## config.mk

```make
export PLATFORM = sky130hd
export DESIGN_NAME = bk_pipe_alu
export DESIGN_NICKNAME = d
export VERILOG_FILES = /design/src/rtl/bk_pipe_alu.sv
export SDC_FILE = /design/constraint.sdc
export NUM_CORES = 1
export LEC_CHECK = 0
export CORE_MARGIN = 2
export CORE_UTILIZATION = 45
export DETAILED_ROUTE_END_ITERATION = 16
export PLACE_DENSITY = 0.71
export SYNTH_ARGS = -nofsm -noshare
export SYNTH_HDL_FRONTEND = slang
export SYNTH_SLANG_ARGS = --single-unit
```

## constraint.sdc

```tcl
create_clock -name clk -period 5.8 [get_ports clk]
set_input_delay 1.16 -clock clk [delete_from_list [all_inputs] [get_ports clk]]
set_output_delay 1.16 -clock clk [all_outputs]
set_load 0.01 [all_outputs]
```

## src/rtl/bk_pipe_alu.sv

```systemverilog
// ============================================================================
// Module      : bk_pipe_alu
// Description : Brent-Kung prefix ALU (ADD/SUB/ACC/LOAD) with accumulator and
//               a STAGES-deep elastic valid/ready output pipeline.
//               Define BK_SATURATE_EN to clamp results on carry/borrow.
// Revision    : 1.0 - initial release
// ============================================================================
`default_nettype none

module bk_pipe_alu #(
    parameter int WIDTH  = 6,
    parameter int STAGES = 2
) (
    input  logic             clk,
    input  logic             rst,
    input  logic             in_valid,
    output logic             in_ready,
    input  logic [1:0]       mode,
    input  logic [WIDTH-1:0] a,
    input  logic [WIDTH-1:0] b,
    input  logic             cin,
    output logic             out_valid,
    input  logic             out_ready,
    output logic [WIDTH:0]   result,
    output logic             ovf,
    output logic             zero
);

    localparam int         c_LOG  = $clog2(WIDTH);
    localparam int         c_DW   = WIDTH + 3;
    localparam logic [1:0] c_ADD  = 2'b00;
    localparam logic [1:0] c_SUB  = 2'b01;
    localparam logic [1:0] c_ACC  = 2'b10;
    localparam logic [1:0] c_LOAD = 2'b11;

    logic [WIDTH-1:0] r_acc;
    logic [STAGES-1:0] r_valid;
    logic [c_DW-1:0]  r_data [STAGES];

    logic [WIDTH-1:0] w_x, w_y, w_pbit, w_g, w_p, w_sum, w_raw, w_lo;
    logic             w_ci, w_cout, w_flag;
    logic [c_DW-1:0]  w_new;
    logic [c_DW-1:0]  w_stage_in [STAGES];
    logic [STAGES:0]  w_room, w_fire;
    logic             w_in_ready;

    always_comb begin
        w_x  = a;
        w_y  = '0;
        w_ci = 1'b0;
        case (mode)
            c_ADD: begin w_y = b;  w_ci = cin; end
            c_SUB: begin w_y = ~b; w_ci = 1'b1; end
            c_ACC: begin w_x = r_acc; w_y = a; w_ci = cin; end
            default: ;
        endcase
    end

    assign w_pbit = w_x ^ w_y;

    // Prefix tree: carry-in folded into bit 0 so every w_g[i] ends as carry out of bit i.
    always_comb begin
        w_g    = w_x & w_y;
        w_p    = w_pbit;
        w_g[0] = w_g[0] | (w_p[0] & w_ci);
        for (int l = 0; l < c_LOG; l++) begin
            for (int i = (2 << l) - 1; i < WIDTH; i += (2 << l)) begin
                w_g[i] = w_g[i] | (w_p[i] & w_g[i - (1 << l)]);
                w_p[i] = w_p[i] & w_p[i - (1 << l)];
            end
        end
        for (int l = c_LOG - 2; l >= 0; l--) begin
            for (int i = 3 * (1 << l) - 1; i < WIDTH; i += (2 << l)) begin
                w_g[i] = w_g[i] | (w_p[i] & w_g[i - (1 << l)]);
                w_p[i] = w_p[i] & w_p[i - (1 << l)];
            end
        end
    end

    assign w_sum  = w_pbit ^ {w_g[WIDTH-2:0], w_ci};
    assign w_cout = w_g[WIDTH-1];

    always_comb begin
        w_raw  = w_sum;
        w_flag = 1'b0;
        case (mode)
            c_ADD, c_ACC: w_flag = w_cout;
            c_SUB:        w_flag = ~w_cout;
            default:      w_raw  = a;
        endcase
    end

`ifdef BK_SATURATE_EN
    assign w_lo = w_flag ? ((mode == c_SUB) ? '0 : '1) : w_raw;
`else
    assign w_lo = w_raw;
`endif

    assign w_new = {w_flag, w_lo, w_flag, (w_lo == '0)};

    // w_room[i]: stage i can take data this cycle; w_fire[i]: data moves into stage i.
    always_comb begin
        w_room         = '0;
        w_fire         = '0;
        w_room[STAGES] = out_ready;
        for (int i = STAGES - 1; i >= 0; i--) begin
            w_fire[i+1] = r_valid[i] & w_room[i+1];
            w_room[i]   = ~r_valid[i] | w_fire[i+1];
        end
        w_in_ready = ~rst & w_room[0];
        w_fire[0]  = in_valid & w_in_ready;
    end

    always_comb begin
        w_stage_in[0] = w_new;
        for (int i = 1; i < STAGES; i++) begin
            w_stage_in[i] = r_data[i-1];
        end
    end

    always_ff @(posedge clk) begin
        if (rst) begin
            r_valid <= '0;
            r_acc   <= '0;
            for (int i = 0; i < STAGES; i++) begin
                r_data[i] <= '0;
            end
        end else begin
            for (int i = 0; i < STAGES; i++) begin
                if (w_fire[i]) begin
                    r_valid[i] <= 1'b1;
                    r_data[i]  <= w_stage_in[i];
                end else if (w_fire[i+1]) begin
                    r_valid[i] <= 1'b0;
                end
            end
            if (w_fire[0]) begin
                if (mode == c_ACC) begin
                    r_acc <= w_lo;
                end else if (mode == c_LOAD) begin
                    r_acc <= a;
                end
            end
        end
    end

    assign in_ready  = w_in_ready;
    assign out_valid = r_valid[STAGES-1];
    assign result    = r_data[STAGES-1][c_DW-1:2];
    assign ovf       = r_data[STAGES-1][1];
    assign zero      = r_data[STAGES-1][0];

endmodule

`default_nettype wire
```

==> summary.txt, run 1 <==
CTS
  • Root buffer cell: sky130_fd_sc_hd__clkbuf_4
  • Post-CTS clock slew at the launch and capture registers of the worst setup and hold paths: 0.13 ns
  • CTS tree: yes
  • Max Buffers Root-to-Sink: 2
  • Source-to-sink clock delay at the later pin of the worst-skew pair: 0.31 ns
  • Total clock buffers created by CTS: 3
  • Hold-fix buffers at CTS: 0
  • # clock sinks: 24
  • Post-cts gate resize count: 0
  • Setup bufs post-CTS: 0
  • CTS HTree Levels: 1

Synthesis
  • Syn Area/Cell: 9.968 um2
  • Total number of yosys warnings: 0
  • Flops & latches, synth: 24
  • Number of distinct standard cells referenced by the synthesized netlist: 31
  • Predominant post-synthesis flop cell: sky130_fd_sc_hd__edfxtp_1
  • Syn nets: 178
  • Netlist area before placement: 1505 um2
  • Count of mapped cells out of synthesis: 151
  • Sequential fraction of the synthesis area: 42.56%
  • Asr flop ratio synth: 0%
  • Post-synth EDFFs: 16

Timing
  • Maximum clock skew at final layout: 0.004661 ns
  • Final number of max-transition violations: 0
  • Final WS setup: 1.222 ns
  • Sum of negative setup slack: 0 ns
  • Unrepaired setup endpoints after global routing: no
  • Slew of the pin with the lowest slew margin: 0.5908 ns
  • Share of the clock period used by the worst path: 78.93%
  • Shortest clock period the worst path allows after layout: 4.578 ns
  • Fmax achieved: 218.4 MHz
  • Final Hold Fails: 0
  • Final Setup Violations: 0
  • Remaining max-slew budget at the tightest pin: 60.49%

Setup path
  • Worst path max stage delay: 0.77 ns
  • Type of element capturing the critical path: flop
  • Element type at the critical path start: input port
  • Most common cell on crit path: sky130_fd_sc_hd__fa_1
  • Worst-case register-to-register setup slack: 2.95 ns
  • Reg-to-Reg Start: r_acc[0]
  • Crit-path slowest cell: sky130_fd_sc_hd__clkdlybuf4s50_1
  • Worst reg2reg endpoint: r_data[0][0]
  • Cell Chain, Critical Path: clkdlybuf4s50_1, nor2b_1, buf_4, nand2_1, o21ai_0, fa_1, inv_1, fa_1, nor2b_1, o21ai_0, nand2b_1, fa_1, nor4b_1, nand4_1, a21oi_1
  • Category of the most critical setup path: in -> reg
  • Largest driver fanout on the critical path: 20
  • Required time at the endpoint of the critical path: 5.98 ns
  • Worst R2R Path Depth: 11
  • Arrival time of data at the critical path endpoint: 4.76 ns

Hold path
  • Worst Hold End: r_acc[3]
  • Hold path startpoint: r_acc[3]
  • Worst Hold Class: reg -> reg
  • Cell depth of the worst min-delay path: 2

Die
  • Die area: 3824 um2
  • Die Y: 61.84 um
  • Core Rows: 20
  • # IOs: 30
  • Core Box Area: 3128 um2
  • Chip Width: 61.84 um
  • Starting utilization of the core area: 48.12%

Finish
  • Layout Nets: 198
  • Diodes inserted: 0
  • Area delta synth->final: 21.28%
  • # fillers: 284
  • Final cell utilization of the core: 58.36%
  • Fraction of layout instances using a drive strength above 1: 5.882%

Route
  • Total length of routed wires: 2874 um
  • Iteration count of the initial detailed-routing pass: 4
  • Count of routing violations after the opening detailed-route iteration: 32
  • Total DRC errors in the routed layout: 0
  • Detail-routed net length per standard cell: 13.43 um
  • Post-route ant nets: 0
  • Total via count in the routed design: 1,134
  • Via-to-Cell Ratio: 5.299

Pwr
  • Pwr per Cell Area: 237.2 nW/um2
  • Standby leakage power: 0.0006750 uW
  • Peak VDD IR: 0.09701 mV

Place
  • Final HPWL from detailed placement: 2318 um
  • Routability cong.: 0.9668
  • Place WS: 0.9213 ns
  • Count of input and output buffers: 29

Run
  • Count of max-cap constraint violations: 0

Global route
  • Number of global-route vias before repair: 1,088
  • Wire length of the first global-routing pass: 4926 um
  • Overall track demand over capacity in global routing: 17.89%
  • Maximum number of pins on one net before global-route repair: 21
  • Aggregate global routing overflow: 0
  • Number of antenna violations at the first check in global routing: 0

Run status
  • Run status: finished clean
==> kinds of logic after synthesis <==
| family | share of synthesized area, % |
|---|---|
| multiplexers | 7.066 |
| AO/OA/AOI/OAI | 12.72 |
| flip-flops | 42.56 |
| XOR/XNOR | 4.655 |
| adder cells (fa/ha/maj) | 8.645 |
| AND/OR/NAND/NOR | 17.71 |
| buffers and inverters | 6.650 |
==> cell type report <==
class | instances | area (um2) | share of cell area (%)
multi-input cells | 108 | 764.5 | 41.88
repair buffers | 30 | 297.8 | 16.31
well taps | 44 | 55.05 | 3.016
clock buffers | 3 | 22.52 | 1.234
flip-flops and latches | 24 | 640.6 | 35.09
inverters | 4 | 15.01 | 0.8225
clock inverters | 1 | 30.03 | 1.645
==> per-layer routing <==
| metal | global-route usage (%) | vias to the layer above | routed length, um |
|---|---|---|---|
| li1 | - | 565 | - |
| met1 | 23.26 | 531 | 1312 |
| met2 | 30.23 | 34 | 1399 |
| met3 | 2.277 | 4 | 110 |
| met4 | 7.295 | 0 | 51 |
| met5 | 0 | - | 0 |
==> sequential cells by signal, indices dropped and copies added (netlist names) <==
register  flops
r_data       16
r_valid       2
r_acc         6
==> worst max-delay path, delay by kind of cell <==
family,cells,cell delay (ns)
buffers and inverters,3,1.10
adder cells (fa/ha/maj),3,1.06
AND/OR/NAND/NOR,6,1.04
AO/OA/AOI/OAI,3,0.38
==> worst max-delay path by stage <==
| stage | start | to | slack (ns) | depth (start not counted) |
|---|---|---|---|---|
| final | mode[1] | r_data[0][0] | 1.22 | 15 |
| after CTS | mode[0] | r_data[0][0] | 1.26 | 15 |
| after global routing | mode[0] | r_data[0][0] | 0.91 | 15 |
| after detailed placement | mode[0] | r_data[0][0] | 0.92 | 15 |
| after global placement | mode[0] | r_data[0][0] | 1.09 | 15 |
| after floorplan | mode[1] | r_data[0][0] | 1.79 | 13 |
==> cell usage in the layout (no fill, tap or decap) <==
| cell | instances |
|---|---|
| sky130_fd_sc_hd__a211oi_1 | 6 |
| sky130_fd_sc_hd__a21o_1 | 4 |
| sky130_fd_sc_hd__a21oi_1 | 11 |
| sky130_fd_sc_hd__and2_1 | 8 |
| sky130_fd_sc_hd__and4b_1 | 1 |
| sky130_fd_sc_hd__buf_4 | 1 |
| sky130_fd_sc_hd__bufinv_16 | 1 |
| sky130_fd_sc_hd__clkbuf_4 | 3 |
| sky130_fd_sc_hd__clkdlybuf4s50_1 | 29 |
| sky130_fd_sc_hd__dfxtp_1 | 8 |
| sky130_fd_sc_hd__edfxtp_1 | 16 |
| sky130_fd_sc_hd__fa_1 | 4 |
| sky130_fd_sc_hd__ha_1 | 4 |
| sky130_fd_sc_hd__inv_1 | 4 |
| sky130_fd_sc_hd__mux2_2 | 5 |
| sky130_fd_sc_hd__mux2i_1 | 5 |
| sky130_fd_sc_hd__nand2_1 | 12 |
| sky130_fd_sc_hd__nand2b_1 | 5 |
| sky130_fd_sc_hd__nand3_1 | 3 |
| sky130_fd_sc_hd__nand3b_1 | 1 |
| sky130_fd_sc_hd__nand4_1 | 1 |
| sky130_fd_sc_hd__nand4b_1 | 1 |
| sky130_fd_sc_hd__nor2_1 | 12 |
| sky130_fd_sc_hd__nor2b_1 | 2 |
| sky130_fd_sc_hd__nor3_1 | 1 |
| sky130_fd_sc_hd__nor4b_1 | 1 |
| sky130_fd_sc_hd__o2111ai_1 | 1 |
| sky130_fd_sc_hd__o211ai_1 | 3 |
| sky130_fd_sc_hd__o21ai_0 | 6 |
| sky130_fd_sc_hd__or3_1 | 1 |
| sky130_fd_sc_hd__or4_1 | 2 |
| sky130_fd_sc_hd__xnor2_1 | 8 |
==> synthesized netlist by cell type (2+ instances only) <==
cell type / n / area, um2
sky130_fd_sc_hd__a211oi_1: 6 / 45.04
sky130_fd_sc_hd__a21o_1: 4 / 30.03
sky130_fd_sc_hd__a21oi_1: 11 / 55.05
sky130_fd_sc_hd__and2_1: 8 / 50.05
sky130_fd_sc_hd__buf_2: 2 / 10.01
sky130_fd_sc_hd__buf_4: 7 / 52.55
sky130_fd_sc_hd__clkbuf_1: 6 / 22.52
sky130_fd_sc_hd__dfxtp_1: 8 / 160.2
sky130_fd_sc_hd__edfxtp_1: 16 / 480.5
sky130_fd_sc_hd__fa_1: 4 / 80.08
sky130_fd_sc_hd__ha_1: 4 / 50.05
sky130_fd_sc_hd__inv_1: 4 / 15.01
sky130_fd_sc_hd__mux2_2: 5 / 56.30
sky130_fd_sc_hd__mux2i_1: 5 / 50.05
sky130_fd_sc_hd__nand2_1: 12 / 45.04
sky130_fd_sc_hd__nand2b_1: 5 / 31.28
sky130_fd_sc_hd__nand3_1: 3 / 15.01
sky130_fd_sc_hd__nor2_1: 12 / 45.04
sky130_fd_sc_hd__nor2b_1: 2 / 12.51
sky130_fd_sc_hd__o211ai_1: 3 / 22.52
sky130_fd_sc_hd__o21ai_0: 6 / 30.03
sky130_fd_sc_hd__or4_1: 2 / 15.01
sky130_fd_sc_hd__xnor2_1: 8 / 70.07
==> power breakdown <==
part / leakage (uW) / total, uW / switching, uW / internal, uW
Sequential: 0.000239 / 202 / 4.42 / 198
Combinational: 0.000408 / 112 / 57.2 / 54.9
Clock: 0.0000279 / 119 / 48.7 / 69.9
Total: 0.000675 / 433 / 110 / 323
==> metrics by stage <==
step	hold slack [ns]	cells	cell area, um2	total power [uW]
final	0.4847	214	1826	432.9
after global routing	0.5043	214	1826	456.7
after CTS	0.4861	214	1826	437.1
after detailed placement	0.4667	210	1773	318.7
after global placement	0.4611	210	1773	315.4
after floorplan	0.4460	151	1505	279.4
Note: power is estimated with default switching activity, not from simulation.
==> run 2: changes to the inputs <==
--- a/config.mk
+++ b/config.mk
@@ -8,7 +8,7 @@
 export CORE_MARGIN = 2
 export CORE_UTILIZATION = 45
 export DETAILED_ROUTE_END_ITERATION = 16
-export PLACE_DENSITY = 0.71
+export PLACE_DENSITY = 0.74
 export SYNTH_ARGS = -nofsm -noshare
 export SYNTH_HDL_FRONTEND = slang
 export SYNTH_SLANG_ARGS = --single-unit
==> constraint.sdc (replaced) <==
create_clock -name clk -period 4 [get_ports clk]
set_input_delay 0.8 -clock clk [delete_from_list [all_inputs] [get_ports clk]]
set_output_delay 0.8 -clock clk [all_outputs]
set_load 0.01 [all_outputs]
==> run 2 against run 1 <==
Against the previous run: via count grew 1.7%; design area increased by 2.1%; total power increased by 47%; largest cell class unchanged.
==> summary.txt, run 2 (synthesis results as in run 1) <==
Run status
  • Run status: finished clean

Place
  • Total cell area at the placement stage: 1810 um2 (+2.1%)
  • Routability cong.: 0.9987 (+3.3%)
  • Count of input and output buffers: 29 (unchanged)
  • Place WS: -0.03645 ns (-0.9578 ns)
  • Final HPWL from detailed placement: 2276 um (-1.8%)

Pwr
  • Peak VDD IR: 0.1465 mV (+51%)
  • Standby leakage power: 0.0006994 uW (+3.6%)
  • Pwr per Cell Area: 340.5 nW/um2 (+44%)
  • Pwr Total: 634.3 uW (+47%)

Finish
  • Sequential standard cell area: 640.6 um2 (unchanged)
  • Multi-input gate area in the final layout: 764.5 um2 (unchanged)
  • Leading cell types in the layout, fill and taps excluded: sky130_fd_sc_hd__clkdlybuf4s50_1, sky130_fd_sc_hd__edfxtp_1, sky130_fd_sc_hd__nand2_1, sky130_fd_sc_hd__nor2_1, sky130_fd_sc_hd__a21oi_1
  • # fillers: 270 (-4.9%)
  • Layout Nets: 203 (+2.5%)
  • Area delta synth->final: 23.77%
  • Fraction of layout instances using a drive strength above 1: 8.571% (+2.7 points)
  • Registers with the most flip-flops: r_data (16), r_acc (6), r_valid (2)
  • Final non-filler cell area: 1863 um2 (+2.1%)
  • Number of flip-flops in the largest register: 16 (unchanged)
  • Biggest register: r_data
  • Most frequent standard cell in the layout excluding fill and tap cells: sky130_fd_sc_hd__clkdlybuf4s50_1
  • Diodes inserted: 0 (unchanged)

Setup path
  • Largest driver fanout on the critical path: 13 (-35%)
  • Critical path's top delay family: adder cells
  • Crit-path slowest cell: sky130_fd_sc_hd__clkdlybuf4s50_1
  • Category of the most critical setup path: in -> reg
  • Type of element capturing the critical path: flop
  • Element type at the critical path start: input port
  • Arrival time of data at the critical path endpoint: 3.93 ns (-0.83 ns)
  • Worst path max stage delay: 0.49 ns (-0.28 ns)
  • Required time at the endpoint of the critical path: 4.17 ns (-1.81 ns)
  • Cell Chain, Critical Path: clkdlybuf4s50_1, nor2b_1, buf_4, nand2_1, o21ai_0, fa_1, inv_1, fa_1, nor2b_1, o21ai_0, nand2b_1, fa_1, nor4b_1, nand4_1, a21oi_1
  • Most common cell on crit path: sky130_fd_sc_hd__fa_1
  • Total buffers and inverters traversed by the critical path: 3 (unchanged)

CTS
  • Source-to-sink clock delay at the later pin of the worst-skew pair: 0.31 ns (about the same)
  • Post-CTS clock slew at the launch and capture registers of the worst setup and hold paths: 0.13 ns (about the same)
  • Hold-fix buffers at CTS: 0 (unchanged)
  • CTS tree: yes
  • # clock sinks: 24 (unchanged)
  • CTS HTree Levels: 1 (unchanged)
  • Max Buffers Root-to-Sink: 2 (unchanged)
  • Setup bufs post-CTS: 0 (unchanged)
  • Post-cts gate resize count: 0 (unchanged)
  • Root buffer cell: sky130_fd_sc_hd__clkbuf_4
  • Total clock buffers created by CTS: 3 (unchanged)

Run
  • Count of max-cap constraint violations: 0 (unchanged)

Route
  • Detail-routed net length per standard cell: 12.96 um (-3.5%)
  • Total length of routed wires: 2838 um (-1.3%)
  • Count of routing violations after the opening detailed-route iteration: 43 (+34%)
  • Iteration count of the initial detailed-routing pass: 4 (unchanged)
  • Total DRC errors in the routed layout: 0 (unchanged)
  • Met3 wire length: 187 um (+70%)
  • Detailed-routing wirelength on met1: 1208 um (-7.9%)
  • Post-route ant nets: 0 (unchanged)
  • Via-to-Cell Ratio: 5.265 (-0.65%)
  • Met2 wire len: 1371 um (-2.0%)
  • Total via count in the routed design: 1,153 (+1.7%)
  • Top Layer Used: met4

Die
  • Die area: 3824 um2 (unchanged)
  • Die Y: 61.84 um (unchanged)
  • Core Box Area: 3128 um2 (unchanged)
  • # IOs: 30 (unchanged)
  • Core Rows: 20 (unchanged)
  • Starting utilization of the core area: 48.12% (unchanged)
  • Chip Width: 61.84 um (unchanged)

Global route
  • Overall track demand over capacity in global routing: 16.98% (-0.92 points)
  • Maximum number of pins on one net before global-route repair: 15 (-29%)
  • Number of global-route vias before repair: 1,101 (+1.2%)
  • Wire length of the first global-routing pass: 4795 um (-2.7%)
  • Aggregate global routing overflow: 0 (unchanged)
  • Number of antenna violations at the first check in global routing: 0 (unchanged)

Timing
  • Sum of negative setup slack: 0 ns (unchanged)
  • Shortest clock period the worst path allows after layout: 3.759 ns
  • Final WS setup: 0.2409 ns (-0.9811 ns)
  • Final Setup Violations: 0 (unchanged)
  • Final number of max-transition violations: 0 (unchanged)
  • Fmax achieved: 266.0 MHz
  • Final Hold Fails: 0 (unchanged)
  • Remaining max-slew budget at the tightest pin: 63.67% (+3.2 points)
  • Unrepaired setup endpoints after global routing: no
  • Share of the clock period used by the worst path: 93.98%
  • Maximum clock skew at final layout: 0.001260 ns (-0.003400 ns)
  • Slew of the pin with the lowest slew margin: 0.5409 ns (-0.04995 ns)

Hold path
  • Worst Hold Class: reg -> reg
==> run 2: cell types whose count changed in the layout (fill, tap and decap cells not counted) <==
cell                    previous run  this run
sky130_fd_sc_hd__buf_4             1         6
==> run 2: worst register-to-register path, stage by stage (launching register included) <==
cell and delay (ns):
sky130_fd_sc_hd__dfxtp_1 0.33, sky130_fd_sc_hd__mux2_2 0.27, sky130_fd_sc_hd__fa_1 0.41, sky130_fd_sc_hd__inv_1 0.07, sky130_fd_sc_hd__fa_1 0.20, sky130_fd_sc_hd__nor2b_1 0.07, sky130_fd_sc_hd__o21ai_0 0.15, sky130_fd_sc_hd__nand2b_1 0.09
sky130_fd_sc_hd__fa_1 0.45, sky130_fd_sc_hd__nor4b_1 0.31, sky130_fd_sc_hd__nand4_1 0.13, sky130_fd_sc_hd__a21oi_1 0.16
==> run 2: path summary, 6_finish.rpt <==
kind              startpoint  slack [ns]           end  cells after the start
setup reg to reg    r_acc[0]        1.21  r_data[0][0]                     11
setup / recovery     mode[1]        0.24  r_data[0][0]                     15
hold reg to reg     r_acc[3]        0.50      r_acc[3]                      2
hold / removal      r_acc[3]        0.50      r_acc[3]                      2
==> run 2: report_power, final <==
| part | switching, uW | internal, uW |
|---|---|---|
| Clock | 69.9 | 101 |
| Sequential | 5.72 | 287 |
| Combinational | 85.1 | 85.5 |
| Total | 161 | 474 |
==> run 2: area by class of cell <==
| type | instances | share of cell area (%) |
|---|---|---|
| Multi-Input combinational cell | 108 | 41.03 |
| Sequential cell | 24 | 34.39 |
| Timing Repair Buffer | 35 | 18.00 |
| Tap cell | 44 | 2.955 |
| Clock inverter | 1 | 1.612 |
| Clock buffer | 3 | 1.209 |
| Inverter | 4 | 0.8059 |
==> run 2: through the flow <==
stage / util (%) / hold WS [ns] / instances
2_1_floorplan: - / 0.4460 / 151
3_3_place_gp: 57.88 / 0.4588 / 215
3_5_place_dp: 57.88 / 0.4728 / 215
4_1_cts: 59.56 / 0.4923 / 219
5_1_grt: 59.56 / 0.5223 / 219
6_report: 59.56 / 0.4968 / 219
==> run 2: per-layer routing <==
metal / GRT usage, % / vias to the layer above
met5: 0 / -
met4: 8.207 / 0
met3: 1.863 / 6
met2: 29.62 / 51
met1: 20.87 / 519
li1: - / 577
==> run 3: changes to the inputs <==
--- a/config.mk
+++ b/config.mk
@@ -5,10 +5,12 @@
 export SDC_FILE = /design/constraint.sdc
 export NUM_CORES = 1
 export LEC_CHECK = 0
+export CAP_MARGIN = 20
 export CORE_MARGIN = 2
 export CORE_UTILIZATION = 45
 export DETAILED_ROUTE_END_ITERATION = 16
 export PLACE_DENSITY = 0.74
+export SLEW_MARGIN = 5
 export SYNTH_ARGS = -nofsm -noshare
 export SYNTH_HDL_FRONTEND = slang
 export SYNTH_SLANG_ARGS = --single-unit
==> results of run 3 <==
The final DEF is identical to that of run 2; final timing and power are the same.
